<file path="src/rtl/homomorphic_addsub_stream_pkg.sv">
// homomorphic_pkg: shared operation encoding and framing helpers for the LWE add/sub stream.
package homomorphic_pkg;

    typedef enum logic {
        HOM_ADD = 1'b0,
        HOM_SUB = 1'b1
    } hom_op_e;

    localparam int HOM_CT_COUNT_W = 16;

    // ceil((dim+1)/par): a ciphertext carries dim+1 coefficients spread over par lanes
    function automatic int beats_per_ct(input int dim, input int par);
        return (dim + par) / par;
    endfunction

endpackage

</file>
<file path="src/rtl/homomorphic_addsub_stream_lane.sv">
// mod_addsub_lane: one coefficient lane; S1 holds the raw CW+1-bit sum/difference,
// S2 holds the modular correction, with lanes beyond the ciphertext forced to zero.
module mod_addsub_lane #(
    parameter int CW = 10,
    parameter int Q  = 1024
) (
    input  logic          clk,
    input  logic          rst_n,
    input  logic          i_en1,
    input  logic          i_en2,
    input  logic          i_op,
    input  logic          i_pad,
    input  logic [CW-1:0] i_a,
    input  logic [CW-1:0] i_b,
    output logic [CW-1:0] o_r,
    output logic          o_noncanon
);
    localparam logic [CW:0] QW = (CW + 1)'(Q);

    logic [CW:0]   w_a;
    logic [CW:0]   w_b;
    logic [CW:0]   r_raw;
    logic          r_op;
    logic          r_pad;
    logic [CW-1:0] w_fix;
    logic [CW-1:0] r_res;

    assign w_a        = {1'b0, i_a};
    assign w_b        = {1'b0, i_b};
    assign o_noncanon = (w_a >= QW) || (w_b >= QW);
    // a negative difference borrows into bit CW; adding q wraps it back into [0,q-1]
    assign w_fix = r_op ? (r_raw[CW] ? CW'(r_raw + QW) : r_raw[CW-1:0])
                        : ((r_raw >= QW) ? CW'(r_raw - QW) : r_raw[CW-1:0]);
    assign o_r   = r_res;

    always_ff @(posedge clk or negedge rst_n) begin
        if (!rst_n) begin
            r_raw <= '0;
            r_op  <= 1'b0;
            r_pad <= 1'b0;
            r_res <= '0;
        end else begin
            if (i_en1) begin
                r_raw <= i_op ? (w_a - w_b) : (w_a + w_b);
                r_op  <= i_op;
                r_pad <= i_pad;
            end
            if (i_en2) r_res <= r_pad ? '0 : w_fix;
        end
    end

endmodule

</file>
<file path="src/rtl/homomorphic_addsub_stream.sv">
// homomorphic_addsub_stream: framed, flow-controlled LWE ciphertext add/subtract mod q.
// Owns the handshake, beat framing, op latching and status flags; lanes do the arithmetic.
module homomorphic_addsub_stream
    import homomorphic_pkg::*;
#(
    parameter int CIPHERTEXT_MODULUS = 1024,
    parameter int CIPHERTEXT_WIDTH   = 10,
    parameter int DIMENSION          = 1,
    parameter int PARALLEL           = 1
) (
    input  logic                                 clk,
    input  logic                                 rst_n,
    input  logic                                 in_valid,
    output logic                                 in_ready,
    input  logic                                 in_op,
    input  logic [PARALLEL*CIPHERTEXT_WIDTH-1:0] ciphertext1,
    input  logic [PARALLEL*CIPHERTEXT_WIDTH-1:0] ciphertext2,
    output logic                                 out_valid,
    input  logic                                 out_ready,
    output logic [PARALLEL*CIPHERTEXT_WIDTH-1:0] result,
    output logic                                 out_last,
    output logic                                 err_noncanon,
    output logic [15:0]                          ct_count
);
    localparam int CW    = CIPHERTEXT_WIDTH;
    localparam int BEATS = beats_per_ct(DIMENSION, PARALLEL);
    localparam int BW    = (BEATS > 1) ? $clog2(BEATS) : 1;
    localparam logic [BW-1:0] LAST_BEAT = BW'(BEATS - 1);

    logic [BW-1:0]             r_beat;
    hom_op_e                   r_op;
    logic                      r_v1;
    logic                      r_last1;
    logic                      r_v2;
    logic                      r_last2;
    logic                      r_err;
    logic [HOM_CT_COUNT_W-1:0] r_ct;
    logic                      w_adv;
    logic                      w_fire;
    logic                      w_first;
    logic                      w_final;
    logic                      w_sub;
    logic [PARALLEL-1:0]       w_nc;
    logic [PARALLEL-1:0]       w_pad;

    assign w_adv        = !r_v2 || out_ready;
    assign in_ready     = rst_n && w_adv;
    assign w_fire       = in_valid && in_ready;
    assign w_first      = (r_beat == '0);
    assign w_final      = (r_beat == LAST_BEAT);
    // the op is sampled at frame start only; later beats reuse the latched value
    assign w_sub        = w_first ? in_op : (r_op == HOM_SUB);
    assign out_valid    = r_v2;
    assign out_last     = r_last2;
    assign err_noncanon = r_err;
    assign ct_count     = r_ct;

    for (genvar i = 0; i < PARALLEL; i++) begin : g_lane
        localparam bit PAD = ((BEATS - 1) * PARALLEL + i) >= (DIMENSION + 1);
        logic w_nc_raw;
        assign w_pad[i] = w_final && PAD;
        assign w_nc[i]  = w_nc_raw && !w_pad[i];
        mod_addsub_lane #(
            .CW(CW),
            .Q (CIPHERTEXT_MODULUS)
        ) u_lane (
            .clk       (clk),
            .rst_n     (rst_n),
            .i_en1     (w_fire),
            .i_en2     (w_adv && r_v1),
            .i_op      (w_sub),
            .i_pad     (w_pad[i]),
            .i_a       (ciphertext1[i*CW +: CW]),
            .i_b       (ciphertext2[i*CW +: CW]),
            .o_r       (result[i*CW +: CW]),
            .o_noncanon(w_nc_raw)
        );
    end

    always_ff @(posedge clk or negedge rst_n) begin
        if (!rst_n) begin
            r_beat  <= '0;
            r_op    <= HOM_ADD;
            r_v1    <= 1'b0;
            r_last1 <= 1'b0;
            r_v2    <= 1'b0;
            r_last2 <= 1'b0;
            r_err   <= 1'b0;
            r_ct    <= '0;
        end else begin
            if (w_fire) begin
                r_beat <= w_final ? '0 : r_beat + BW'(1);
                if (w_first) r_op <= hom_op_e'(in_op);
            end
            if (w_adv) begin
                r_v1    <= w_fire;
                r_last1 <= w_fire && w_final;
                r_v2    <= r_v1;
                r_last2 <= r_v1 && r_last1;
            end
            if (w_fire && |w_nc) r_err <= 1'b1;
            if (r_v2 && out_ready && r_last2) r_ct <= r_ct + 16'd1;
        end
    end

endmodule
</file>
<file path="config.mk">
export PLATFORM = sky130hd
export DESIGN_NAME = homomorphic_addsub_stream
export DESIGN_NICKNAME = d
export VERILOG_FILES = /design/src/rtl/homomorphic_addsub_stream_pkg.sv /design/src/rtl/homomorphic_addsub_stream_lane.sv /design/src/rtl/homomorphic_addsub_stream.sv
export SDC_FILE = /design/constraint.sdc
export NUM_CORES = 1
export LEC_CHECK = 0
export BUFFER_PORTS_ARGS = -buffer_cell sky130_fd_sc_hd__buf_4
export CORE_ASPECT_RATIO = 1.25
export CORE_UTILIZATION = 30
export DETAILED_ROUTE_END_ITERATION = 6
export MAX_ROUTING_LAYER = met4
export SLEW_MARGIN = 40
export SYNTH_ARGS = -nofsm -noshare
export SYNTH_HDL_FRONTEND = slang
export SYNTH_SLANG_ARGS = --single-unit
</file>
<file path="constraint.sdc">
create_clock -name clk -period 6.5 [get_ports clk]
set_clock_uncertainty 0.2 [all_clocks]
set_input_delay 1.3 -clock clk [delete_from_list [all_inputs] [get_ports clk]]
set_output_delay 1.3 -clock clk [all_outputs]
set_load 0.005 [all_outputs]
</file>
==> results of run 1 <==
==> area by class of cell <==
| class | count | area [um^2] |
|---|---|---|
| Multi-Input combinational cell | 155 | 1100 |
| Clock inverter | 2 | 37.5 |
| Clock buffer | 6 | 72.6 |
| Tap cell | 90 | 113 |
| Timing Repair Buffer | 53 | 398 |
| Inverter | 6 | 22.5 |
| Fill cell | 721 | 4220 |
| Sequential cell | 42 | 1050 |
==> flip-flops by register name, indices dropped and copies added (netlist names) <==
name	count
g_lane.u_lane.r_raw	10
ct_count	16
out_valid	1
g_lane.u_lane.o_r	10
r_last1	1
g_lane.u_lane.r_op	1
r_v1	1
out_last	1
r_beat	1
==> how the worst max path moves through the flow <==
| stage | end | slack [ps] |
|---|---|---|
| after floorplan | g_lane[0].u_lane.r_raw[9] | 2930 |
| after global placement | g_lane[0].u_lane.r_raw[9] | 2460 |
| after detailed placement | g_lane[0].u_lane.r_raw[9] | 2430 |
| after CTS | g_lane[0].u_lane.r_raw[9] | 2750 |
| after global routing | g_lane[0].u_lane.r_raw[9] | 2610 |
| final | g_lane[0].u_lane.r_raw[9] | 2760 |
==> worst reg2reg max path: cells and delay by family (launching register included) <==
| family | cells | cell delay [ps] |
|---|---|---|
| flip-flops | 1 | 410 |
| multiplexers | 1 | 690 |
| adder cells (fa/ha/maj) | 1 | 340 |
| AO/OA/AOI/OAI | 5 | 960 |
| AND/OR/NAND/NOR | 1 | 70 |
| XOR/XNOR | 2 | 340 |
==> kinds of logic (layout without fill, tap and decap cells) <==
logic type	count (synthesis)	in the layout	share of synthesized area (%)
DFF	42	42	47.8
xor gates and xnor gates	30	30	12.0
muxes	12	12	6.09
AOI/OAI and AO/OA	31	31	9.39
other	1	1	0.171
buffers and inverters	10	67	1.99
and+or+nand+nor	69	69	15.4
adders and majority gates	12	12	7.17
==> where the power goes <==
| part | total, mW | internal (mW) | switching, mW | leakage (nW) |
|---|---|---|---|---|
| sequential | 0.369 | 0.329 | 0.0394 | 0.548 |
| clock | 0.202 | 0.115 | 0.0874 | 0.0514 |
| combinational | 0.348 | 0.186 | 0.162 | 0.785 |
==> per-layer routing <==
metal | track usage, % | part of all wire (%)
met5 | - | 0
met4 | 4.70 | 1.7
met3 | 2.82 | 4.9
met2 | 18.9 | 50
met1 | 12.9 | 43
==> layout by cell type, fill, tap and decap left out, types with 4 or more instances in the layout <==
master,n
and3_1,4
buf_4,53
clkbuf_8,5
dfrtp_1,42
ha_1,11
inv_1,6
mux2_2,11
nand2_1,29
nand3_1,6
nand4_1,5
nor2_1,7
nor2b_1,5
o21ai_0,10
o31ai_1,4
xnor2_1,16
xor2_1,14
==> stage by stage <==
| stage | hold WS (ps) | instances | setup slack (ps) |
|---|---|---|---|
| final | 271 | 354 | 2760 |
| after detailed placement | 271 | 346 | 2430 |
| after CTS | 282 | 354 | 2750 |
| after global placement | 259 | 346 | 2460 |
| after floorplan | 245 | 207 | 2930 |
| after global routing | 298 | 354 | 2610 |
==> run summary, run 1 <==
status -> complete, no violations
GRT Total Usage -> 11.4%
first-pass GRT wire length -> 6.64 mm
Seq cells post-synth -> 42
final period utilization -> 57.5%
relative slew slack -> 46.6%
area leader, netlist -> dfrtp_1
DRC -> 0
TritonCTS Sinks -> 42
critical path class -> primary input to register
hold depth -> 1
critical-path cell list -> buf_4, mux2i_1, o21ai_0, xor2_1, ha_1, a21o_1, a21oi_2, nor2b_1, a311oi_2, xnor2_1, o21ai_1
critical path depth in cells -> 11
Post-synth EDFFs -> 0
H-tree depth -> 2
CP Capture Type -> register
drt first-iter violations -> 25
Routed WL -> 3.91 mm
largest net degree at the start of global routing -> 45
Die W -> 78.6 um
drt pass-1 iters -> 4
FF-to-FF End -> g_lane[0].u_lane.r_raw[9]
Setup crit start -> in_op
DP Area -> 2690 um^2
synth top area cells -> dfrtp_1, xnor2_1, ha_1, mux2_2, xor2_1
Mapped Cells -> 207
CTS Hold Buffers Added -> 0
leakage -> 1.38 nW
CP max-delay cell -> mux2i_1
Max Freq -> 268 MHz
Hold Path Class -> register to register
vias in the first global route -> 1467
Arrival @ worst endpoint -> 3690 ps
max incr delay on CP -> 580 ps
I/O pins -> 55
Final Util -> 39.9%
clk slew on worst S/H paths -> 80 ps
hold path startpoint -> ct_count[15]
gr ovfl total -> 0
Area Overhead vs Synth -> 27.3%
Worst Reg2Reg Path Length in Cells -> 10
vias per cell -> 4.62
kind of cell adding the most delay to the critical path -> compound AO/OA/AOI/OAI gates
fraction of final layout cells sized beyond drive strength 1 -> 28.4%
Max Cap Viol -> 0
Rows -> 34
area share of the largest cell type after synthesis -> 47.8%
Synth async-reset ratio -> 100%
setup violation total in the final timing report -> 0
Power Dens Cells -> 328 nW/um^2
Post-Syn Nets -> 244
Initial Util -> 31.3%
Worst Hold End -> ct_count[15]
Port Buffers -> 53
Nets -> 300
post-synth cell types -> 39
crit path buf inv count -> 1
Seq/Total Area, Yosys -> 47.8%
Cell Area, Synth -> 2200 um^2
vias post-DR -> 1634
commonest cells in the synthesized netlist -> dfrtp_1, nand2_1, xnor2_1
initial antenna violation count -> 0
CTS buffer count -> 5
dominant synthesized flop cell -> dfrtp_1
Post-DP HPWL -> 3.09 mm
fin crit period -> 3740 ps
fin area -> 2800 um^2
YS warnings -> 0
worst slew pin tran -> 778 ps
buffer count from post-CTS setup fixing -> 0
Syn Area/Cell -> 10.6 um^2
CTS root buffer -> clkbuf_8
Crit path required time -> 6460 ps
Antenna Nets Post-Route -> 0
# resized after CTS -> 0
crit path max fanout -> 11
CTS tree -> yes
final hold viol count -> 0
Final GP Congestion -> 0.780
Reg-to-Reg Start -> r_beat
wire length per cell -> 11.0 um
DIE AREA -> 7680 um^2
CP Launch Type -> primary input
Worst R2R Setup Slack -> 3370 ps
count leader, synth -> dfrtp_1
CORE AREA -> 7020 um^2
die height -> 97.7 um
CTS Buffer Depth -> 2
RSZ-0062 raised after global routing -> no
max-slew violations -> 0
VDD IR-drop max -> 0.000118 V
TNS Setup -> 0 ps
Skew-Pair Late Insertion Delay -> 290 ps
Final Power -> 918 uW
ant diodes -> 0
No activity file was read; power rests on OpenSTA's default activity.
==> run 2, diff against run 1 <==
- clock period: 6.5 -> 3.65 ns (I/O delays scaled with it)
==> run summary, run 2 (synthesized netlist as in run 1, its figures left out) <==
H-tree depth -> 2
drt first-iter violations -> 28
VDD IR-drop max -> 0.000198 V
CTS Buffer Depth -> 2
# resized after CTS -> 0
Fill cells -> 729
Antenna Nets Post-Route -> 0
max-slew violations -> 0
Worst R2R Setup Slack -> 750 ps
Routed WL -> 3.95 mm
CP Capture Type -> register
Skew-Pair Late Insertion Delay -> 290 ps
gr ovfl total -> 0
critical path class -> primary input to register
CTS tree -> yes
vias post-DR -> 1623
CP Launch Type -> primary input
DIE AREA -> 7680 um^2
CTS Hold Buffers Added -> 0
Nets -> 302
Rows -> 34
leakage -> 1.38 nW
first-pass GRT wire length -> 7.11 mm
crit path max fanout -> 5
CORE AREA -> 7020 um^2
Initial Util -> 31.3%
Final GP Congestion -> 0.717
Power Dens Cells -> 563 nW/um^2
Area Overhead vs Synth -> 26.8%
I/O pins -> 55
fraction of final layout cells sized beyond drive strength 1 -> 29.1%
Max Freq -> 334 MHz
Post-DP HPWL -> 3.23 mm
final hold viol count -> 0
max reg flops -> 16
die height -> 97.7 um
status -> complete, no violations
DRC -> 0
ant diodes -> 0
TritonCTS Sinks -> 42
Port Buffers -> 53
Arrival @ worst endpoint -> 2940 ps
fin area -> 2790 um^2
setup violation total in the final timing report -> 0
largest net degree at the start of global routing -> 44
Hold Path Class -> register to register
DP Area -> 2700 um^2
commonest cells after routing, fill and taps aside -> buf_4, dfrtp_1, nand2_1, xnor2_1, xor2_1
clk slew on worst S/H paths -> 80 ps
CTS root buffer -> clkbuf_8
Die W -> 78.6 um
Max Cap Viol -> 0
vias in the first global route -> 1592
worst slew pin tran -> 655 ps
buffer count from post-CTS setup fixing -> 0
Crit path required time -> 3600 ps
initial antenna violation count -> 0
GRT Total Usage -> 12.0%
wire length per cell -> 11.1 um
most common cell after layout, fill and taps aside -> buf_4
relative slew slack -> 56.3%
TNS Setup -> 0 ps
RSZ-0062 raised after global routing -> no
CTS buffer count -> 5
drt pass-1 iters -> 3
final period utilization -> 82.0%
vias per cell -> 4.57
fin crit period -> 2990 ps
## run 2: cell types whose count changed in the layout (fill, tap and decap cells not counted), sizes merged
cell | before | now
buf | 53 | 55
bufinv | 1 | 0
clkbuf | 6 | 5
clkinvlp | 1 | 2
## run 2: path summary, 6_finish.rpt
path                                      from                        end  depth (start not counted)
worst max-delay path            ciphertext2[1]  g_lane[0].u_lane.r_raw[9]                         14
worst min-delay path              ct_count[15]               ct_count[15]                          1
worst max register to register          r_beat  g_lane[0].u_lane.r_raw[9]                         10
worst min register to register    ct_count[15]               ct_count[15]                          1
max in group asynchronous                rst_n               ct_count[13]                          2
min in group asynchronous                rst_n                    r_last1                          2
## run 2: stage by stage
step	utilization (%)	instances	hold slack, ps	power (mW)	setup WS (ps)
finish	39.7	355	272	1.57	658
global route	39.7	355	319	1.72	449
CTS	39.7	355	283	1.60	648
detailed placement	38.5	348	271	1.31	334
global placement	38.5	348	263	1.30	378
floorplan	-	207	234	1.09	646
## run 2: layout make-up
cell class	instances	area [um^2]	share of cell area, %
Multi-Input combinational cell	155	1100	39.6
Sequential cell	42	1050	37.7
Timing Repair Buffer	55	413	14.8
Tap cell	90	113	4.04
Clock buffer	5	68.8	2.47
Inverter	6	22.5	0.808
Clock inverter	2	15.0	0.539
## run 2: worst max-delay path: stages
cell and delay [ps]:
buf_4 120, inv_1 60, ha_1 150, nand2_1 60, or2_0 220, o21ai_0 190, xor2_1 160, ha_1 290
a21o_1 220, a21oi_2 190, nor2b_1 70, a311oi_2 260, xnor2_1 150, o21ai_1 70
## run 2: power breakdown
group	leakage (nW)	total, mW	internal, mW	switching [mW]
Clock	0.0362	0.281	0.130	0.151
Sequential	0.548	0.657	0.586	0.0711
Combinational	0.795	0.629	0.339	0.290
## run 2: metal layers
layer / vias up / GRT usage, % / wire length (um)
met5: - / - / 0
met4: 0 / 4.27 / 40
li1: 823 / - / -
met1: 754 / 13.4 / 1690
met3: 5 / 2.91 / 177
met2: 41 / 20.6 / 2050
==> run 3, diff against run 2 <==
- ABC_AREA: default -> 1
- clock period: 3.65 -> 3 ns (I/O delays scaled with it)
==> run summary, run 3 <==
DIE AREA -> 8690 um^2
Initial Util -> 31.5%
final period utilization -> 84.7%
vias in the first global route -> 2023
Net Sw Frac -> 36.8%
final hold viol count -> 0
largest net degree at the start of global routing -> 43
fin crit period -> 2540 ps
post-synth cell types -> 31
YS warnings -> 0
Post-synth EDFFs -> 0
Post-DP HPWL -> 3.96 mm
# resized after CTS -> 0
CP max-delay cell -> ha_1
fraction of final layout cells sized beyond drive strength 1 -> 22.8%
Crit path required time -> 2990 ps
dominant synthesized flop cell -> dfrtp_1
max-slew violations -> 0
commonest cells in the synthesized netlist -> nand2_1, inv_1, dfrtp_1
leakage -> 1.69 nW
Worst Reg2Reg Path Length in Cells -> 14
drt first-iter violations -> 54
Nets -> 397
Mapped Cells -> 302
buffer count from post-CTS setup fixing -> 0
Comb pwr share -> 45.7%
CP Capture Type -> register
GRT Total Usage -> 12.8%
setup violation total in the final timing report -> 0
synth top area cells -> dfrtp_1, nand2_1, inv_1, ha_1, xor2_1
Routed WL -> 5.02 mm
Seq pwr share -> 35.2%
CP Launch Type -> primary input
most common cell after layout, fill and taps aside -> nand2_1
area share of the largest cell type after synthesis -> 42.1%
area leader, netlist -> dfrtp_1
relative slew slack -> 64.8%
Power Dens Cells -> 760 nW/um^2
CTS Buffer Depth -> 2
max reg flops -> 16
first-pass GRT wire length -> 8.89 mm
critical-path cell list -> buf_4, inv_1, ha_1, inv_1, o31ai_1, xor2_1, inv_1, ha_1, nand2_1, nor2_1, nand3_1, nand3_1, nand2_1, nand3_1, nand2_1
DRC -> 0
kind of cell adding the most delay to the critical path -> simple AND/OR/NAND/NOR gates
drt pass-1 iters -> 4
CTS root buffer -> clkbuf_8
vias post-DR -> 2045
commonest cells after routing, fill and taps aside -> nand2_1, buf_4, inv_1, dfrtp_1, o21ai_0
TritonCTS Sinks -> 42
Seq cells post-synth -> 42
Hold Path Class -> primary input to asynchronous set/reset pin
clock power share -> 19.2%
clk slew on worst S/H paths -> 80 ps
CORE AREA -> 7930 um^2
gr ovfl total -> 0
ant diodes -> 0
Syn Area/Cell -> 8.27 um^2
count leader, synth -> nand2_1
Max Cap Viol -> 0
CTS buffer count -> 5
Pint -> 1.49 mW
Antenna Nets Post-Route -> 0
Max Freq -> 393 MHz
I/O pins -> 55
critical path class -> primary input to register
Port Buffers -> 53
Area Overhead vs Synth -> 24.4%
RSZ-0062 raised after global routing -> no
vias per cell -> 4.49
Seq/Total Area, Yosys -> 42.1%
Synth async-reset ratio -> 100%
Rows -> 36
Cell Area, Synth -> 2500 um^2
Skew-Pair Late Insertion Delay -> 290 ps
Final GP Congestion -> 0.779
Sw Pwr -> 869 uW
worst slew pin tran -> 527 ps
die height -> 104 um
initial antenna violation count -> 0
Arrival @ worst endpoint -> 2530 ps
crit path buf inv count -> 4
Post-Syn Nets -> 339
max incr delay on CP -> 370 ps
wire length per cell -> 11.0 um
VDD IR-drop max -> 0.000313 V
CTS Hold Buffers Added -> 0
critical path depth in cells -> 15
final worst slack -> 458 ps
crit path max fanout -> 5
TNS Setup -> 0 ps
status -> complete, no violations
Die W -> 83.6 um
H-tree depth -> 2
CTS tree -> yes
worst slack at placement -> 159 ps
run 3: cell types whose count changed in the layout (fill, tap and decap cells not counted), moves of 4 or more:
cell / change
nand2_1: +50
xnor2_1: -6
and3_1: -4
nor2b_1: -5
o21ai_0: +11
a21oi_1: +4
inv_1: +38
nor2_1: +12
nand3_1: +13
run 3: final cells by class:
cell class / instances / area [um^2]
Tap cell: 95 / 119
Inverter: 45 / 170
Sequential cell: 42 / 1050
Clock buffer: 6 / 82.6
Clock inverter: 1 / 30.0
Fill cell: 817 / 4820
Multi-Input combinational cell: 211 / 1240
Timing Repair Buffer: 55 / 413
run 3: kinds of logic after synthesis:
family	synth area share [%]
simple gates	24.6
other cells	0.150
xor+xnor	8.42
mux	3.61
fa+ha+maj	6.32
flops	42.1
buf+inv	8.22
compound gates	6.57
run 3: worst paths after layout:
check	slack (ps)	startpoint	end
setup / recovery	460	ciphertext2[0]	g_lane[0].u_lane.r_raw[9]
hold / removal	170	rst_n	ct_count[9]
setup reg to reg	510	r_beat	g_lane[0].u_lane.r_raw[9]
hold reg to reg	290	g_lane[0].u_lane.r_raw[4]	g_lane[0].u_lane.r_raw[4]
max in group asynchronous	2050	rst_n	ct_count[6]
min in group clk	290	g_lane[0].u_lane.r_raw[4]	g_lane[0].u_lane.r_raw[4]
run 3: worst register-to-register path, stage by stage, from the launching register on:
cell     delay [ps]
dfrtp_1         400
o21ai_0         180
buf_4           190
nand2_1         150
nand2_1         120
xor2_1          140
inv_1            50
ha_1            340
nand2_1          90
nor2_1          140
nand3_1          90
nand3_1         110
nand2_1          60
nand3_1          70
nand2_1          50
run 3: layer usage:
layer,GRT usage [%],wire (um),vias to the layer above
met5,-,0,-
met4,4.00,76,0
met3,2.54,220,5
met2,22.4,2490,57
met1,14.7,2230,923
li1,-,-,1060
run 3: power by group through the flow:
| stage | Sequential, mW | Clock [mW] | Combinational [mW] |
|---|---|---|---|
| after floorplan | 0.828 | 0 | 0.738 |
| after global placement | 0.839 | 0 | 1.06 |
| after detailed placement | 0.845 | 0 | 1.08 |
| after CTS | 0.834 | 0.470 | 1.09 |
| after global routing | 0.856 | 0.491 | 1.25 |
| final | 0.830 | 0.452 | 1.08 |
run 3: per-stage QoR:
step / power (mW) / hold slack [ps] / instances / util (%) / instance area [um^2]
after CTS: 2.39 / 195 / 455 / 39.2 / 3110
after detailed placement: 1.93 / 274 / 448 / 37.8 / 2990
after global routing: 2.59 / 220 / 455 / 39.2 / 3110
after floorplan: 1.57 / 104 / 302 / - / 2500
after global placement: 1.90 / 267 / 448 / 37.8 / 2990
final: 2.36 / 170 / 455 / 39.2 / 3110
